--- src/rtl/feature_epoch_ctrl.sv ---
// rtl/feature_epoch_ctrl.sv - epoch sequencer between a sample stream, a feature engine and a result stream
module feature_epoch_ctrl #(
    parameter int EPOCH_LENGTH = 256,
    parameter int RES_W        = 8,
    parameter int TIMEOUT      = 16
) (
    input  logic             clk,
    input  logic             rst,
    input  logic             start,
    input  logic             stop,
    input  logic             s_valid,
    output logic             s_ready,
    output logic             eng_en,
    output logic             eng_clr,
    output logic             eng_step,
    input  logic             eng_done,
    input  logic [RES_W-1:0] eng_result,
    output logic             m_valid,
    input  logic             m_ready,
    output logic [RES_W-1:0] m_data,
    output logic [15:0]      m_epoch,
    output logic             busy,
    output logic             timeout_err
);

    localparam int CNT_W = $clog2(EPOCH_LENGTH);
    localparam int TMO_W = $clog2(TIMEOUT + 1);
    localparam logic [CNT_W-1:0] LAST_SAMPLE = CNT_W'(EPOCH_LENGTH - 1);
    localparam logic [TMO_W-1:0] LAST_WAIT   = TMO_W'(TIMEOUT - 1);

    typedef enum logic [2:0] {
        IDLE,
        CLEAR,
        COLLECT,
        WAIT_ENG,
        OUTPUT
    } state_t;

    state_t           state;
    logic [CNT_W-1:0] sample_cnt;
    logic [TMO_W-1:0] wait_cnt;
    logic             stop_pending;
    logic             stop_now;

    // A stop arriving in the same cycle as the epoch ends still counts as pending.
    assign stop_now = stop_pending | stop;

    assign busy     = (state != IDLE);
    assign eng_en   = busy;
    assign eng_clr  = (state == CLEAR);
    assign s_ready  = (state == COLLECT);
    assign m_valid  = (state == OUTPUT);
    assign eng_step = s_valid & s_ready;

    always_ff @(posedge clk or posedge rst) begin
        if (rst) begin
            state        <= IDLE;
            sample_cnt   <= '0;
            wait_cnt     <= '0;
            stop_pending <= 1'b0;
            m_data       <= '0;
            m_epoch      <= '0;
            timeout_err  <= 1'b0;
        end else begin
            case (state)
                IDLE: begin
                    stop_pending <= 1'b0;
                    if (start && !stop) begin
                        state <= CLEAR;
                    end
                end
                CLEAR: begin
                    sample_cnt <= '0;
                    wait_cnt   <= '0;
                    if (stop) begin
                        stop_pending <= 1'b1;
                    end
                    state <= COLLECT;
                end
                COLLECT: begin
                    if (stop) begin
                        // Abort: the partial epoch is dropped without any output.
                        sample_cnt   <= '0;
                        stop_pending <= 1'b0;
                        state        <= IDLE;
                    end else if (s_valid) begin
                        if (sample_cnt == LAST_SAMPLE) begin
                            sample_cnt <= '0;
                            wait_cnt   <= '0;
                            state      <= WAIT_ENG;
                        end else begin
                            sample_cnt <= sample_cnt + 1'b1;
                        end
                    end
                end
                WAIT_ENG: begin
                    if (eng_done) begin
                        m_data       <= eng_result;
                        stop_pending <= stop_now;
                        state        <= OUTPUT;
                    end else if (wait_cnt == LAST_WAIT) begin
                        timeout_err  <= 1'b1;
                        stop_pending <= 1'b0;
                        state        <= stop_now ? IDLE : CLEAR;
                    end else begin
                        wait_cnt     <= wait_cnt + 1'b1;
                        stop_pending <= stop_now;
                    end
                end
                OUTPUT: begin
                    if (m_ready) begin
                        m_epoch      <= m_epoch + 16'd1;
                        stop_pending <= 1'b0;
                        state        <= stop_now ? IDLE : CLEAR;
                    end else begin
                        stop_pending <= stop_now;
                    end
                end
                default: state <= IDLE;
            endcase
        end
    end

endmodule

--- config.mk ---
export PLATFORM = sky130hd
export DESIGN_NAME = feature_epoch_ctrl
export DESIGN_NICKNAME = d
export VERILOG_FILES = /design/src/rtl/feature_epoch_ctrl.sv
export SDC_FILE = /design/constraint.sdc
export NUM_CORES = 1
export LEC_CHECK = 0
export ABC_CLOCK_PERIOD_IN_PS = 2900
export CORE_MARGIN = 4
export CORE_UTILIZATION = 50
export CTS_BUF_LIST = sky130_fd_sc_hd__clkbuf_8 sky130_fd_sc_hd__clkbuf_16
export DETAILED_ROUTE_END_ITERATION = 8
export PLACE_DENSITY = 0.82
export SLEW_MARGIN = 20
export SYNTH_ARGS = -nofsm -noshare
export SYNTH_HDL_FRONTEND = slang
export SYNTH_SLANG_ARGS = --single-unit
--- constraint.sdc ---
create_clock -name clk -period 2.9 [get_ports clk]
set_input_delay 0.725 -clock clk [delete_from_list [all_inputs] [get_ports clk]]
set_output_delay 0.725 -clock clk [all_outputs]
set_load 0.1 [all_outputs]
==> results.toml <==
[pwr]
p_seq_share_pct = 29.1
fin_total_pwr_mw = 2.812
switching_power_mw = 1.501
pwr-share-clk_pct = 13.5
ir_drop_uv = 828.0
p_comb_share_pct = 57.4
p_int_mw = 1.311
power_density_nw_per_um2 = 1037
leakage_nw = 1.258
sw_frac_of_total_pct = 53.38

[detailed_routing]
dr_total_vias = 1719
final_antenna_net_count = 0
drtIter0Drc = 166
wl_mm = 4.590
routed_via_density = 5.711
post_drt_wl_per_cell_microns = 15.25
drt_first_pass_iters = 4
drc = 0

[floorplan]
num_io_pins = 46
coreArea_sq_um = 4086
start_util_pct = 52.51
num_rows = 23
die_h_microns = 73.51
die_w_microns = 73.51
die_area_sq_um = 5404

[synth]
synth_flop_cell = "dfrtp_1"
async_flop_share_pct = 100.0
syn_nets = 225
yosys_warnings = 0
yosysSeqAreaShare_pct = 48.98
yosysUniqueCellTypes = 48
syn_area_per_cell_sq_um = 10.42
synth_edf_count = 0
synth_cells = 206
ys_ff_latch = 42
syn_area_sq_um = 2146

[clocking]
cts_root_buf = "clkbuf_8"
clockBufferDepth = 2
numCtsBuffers = 5
cts_hold_buf = 0
path_clk_slew_ns = 0.09
h-tree-depth = 2
post-cts-setup-buffers = 0
ctsResizeCount = 0
cts_tree = "built"
clock_sinks = 42
clock_latency_ns = 0.30

[global_routing]
grt.overflow.total = 0
antenna_found_initial = 0
grt_max_degree = 43
grt_busiest_layer = "met2"
grtUsageMet3_pct = 5.062
grt_use_met1_pct = 22.61
grt_util_met2_pct = 29.53
grt_pass1_wl_mm = 7.631
grt_pass1_vias = 1679
grtUsageTotal_pct = 18.01

[worst_setup_path]
r2r-end = "wait_cnt[2]"
cp_slowest_cell = "dfrtp_1"
crit_fanout = 7
cp_top_family = "simple AND/OR/NAND/NOR gates"
path_common_cell = "ha_1"
crit_type = "reg -> reg"
reg2reg_from = "wait_cnt[0]"
cp.required_ns = 3.10
max_stage_delay_ns = 0.42
cp-startpoint = "wait_cnt[0]"
rr_worst_depth = 7
cp.buffers_inverters = 0
start_kind = "flip-flop"
endpoint = "wait_cnt[2]"
critical_path_cell_count = 7
crit_chain = "ha_1, and3_1, ha_1, o211a_1, or3_1, or2_0, o31ai_1"
cp.arrival_ns = 2.63
rrSetupSlack_ns = 0.47
worst_setup_path_end_kind = "flip-flop"

[timing]
setup_viol = 0
hold_viol = 0
clock_skew_ns = 0.01040
final.min_clock_period_ns = 2.428
fin_crit_sh_pct = 83.73
rsz0062_at_grt = "no"
hold_slack_ns = 0.4723
drv_slew = 0
worst_pin_slew_ns = 0.5339
fmax_mhz = 411.8
slew_headroom_pct = 64.33

[layout]
mostFrequentLayoutCell = "dfrtp_1"
drive_gt1_share_pct = 23.51
design_area_sq_um = 2710
final_cells = 301
area_delta_synth_final_pct = 26.30
n_antenna_cell = 0
mostFrequentLayoutCells = "dfrtp_1, buf_4, nand2_1, clkdlybuf4s50_1"
nNetsFinal = 269
fin_util_pct = 66.32

[flow_run]
cap_violations = 0

[placed_design]
placed_cells = 293
dpl_cell_area_sq_um = 2620
gp_congestion = 0.7715
post-dp-hpwl_mm = 3.341
port_buffers = 45

[hold_path]
min_path_type = "reg -> reg"

[outcome]
outcome = "finished clean"
## through the flow
stage                     setup WS [ns]  setup TNS [ns]
after global placement           0.3508               0
final                            0.4719               0
after detailed placement         0.2804               0
after floorplan               -0.007173       -0.007173
after CTS                        0.4584               0
after global routing             0.3509               0
## final cells by class
cell class              count  area (sq um)
fillers                   315          1376
flip-flops and latches     42          1051
multi-input cells         144          1020
repair buffers             50         460.4
clock buffers               5         68.82
well taps                  50         62.56
inverters                   7         26.28
clock inverters             3         21.27
## worst min-delay path by stage
stage                        startpoint             to  cells past startpoint
after detailed placement    timeout_err    timeout_err                      1
after floorplan           sample_cnt[6]  sample_cnt[6]                      1
after global placement      timeout_err    timeout_err                      1
after global routing        m_epoch[15]    m_epoch[15]                      1
final                       m_epoch[15]    m_epoch[15]                      1
after CTS                   m_epoch[15]    m_epoch[15]                      1
## per-layer routing
metal	part of all wire, %	wire length [microns]
met5	0	0
met4	1.4	62
met3	5.9	272
met2	50	2303
met1	43	1951
## synthesized netlist by cell type (5+ instances only)
cell type | n | share of area, %
or4_1 | 5 | 1.7
inv_1 | 7 | 1.2
a21oi_1 | 8 | 1.9
nand2_1 | 14 | 2.4
mux2_2 | 8 | 4.2
clkbuf_1 | 5 | 0.87
nand4_1 | 5 | 1.5
nor2_1 | 8 | 1.4
dfrtp_1 | 42 | 49
nand3_1 | 8 | 1.9
o21ai_0 | 7 | 1.6
xnor2_1 | 11 | 4.5
o31ai_1 | 11 | 3.8
## worst register-to-register path, delay by kind of cell (launching register included)
family | cells | cell delay (ns)
adder cells (fa/ha/maj) | 2 | 0.45
AO/OA/AOI/OAI | 2 | 0.51
AND/OR/NAND/NOR | 3 | 0.97
flip-flops | 1 | 0.42
## power groups by stage
stage | registers [mW] | logic [mW] | clock network (mW)
floorplan | 1.29 | 0.789 | 0
global placement | 0.823 | 1.60 | 0
detailed placement | 0.825 | 1.62 | 0
CTS | 0.814 | 1.62 | 0.392
global route | 0.831 | 1.70 | 0.414
finish | 0.818 | 1.61 | 0.381
## cells by family (layout without fill, tap and decap cells)
kind of cell	count (synthesis)	in the layout	synth area share (%)
simple gates	77	77	21.46
fa+ha+maj	4	4	2.332
flops	42	42	48.98
compound gates	40	40	12.77
xor+xnor	15	15	6.122
mux	8	8	4.198
buf+inv	20	65	4.140
## sequential cells by signal, summed over array words and instances, names as in the netlist
| signal | flops |
|---|---|
| m_data | 8 |
| state | 3 |
| m_epoch | 16 |
| sample_cnt | 8 |
| wait_cnt | 5 |
| timeout_err | 1 |
| stop_pending | 1 |
Note: power is estimated with default switching activity, not from simulation.
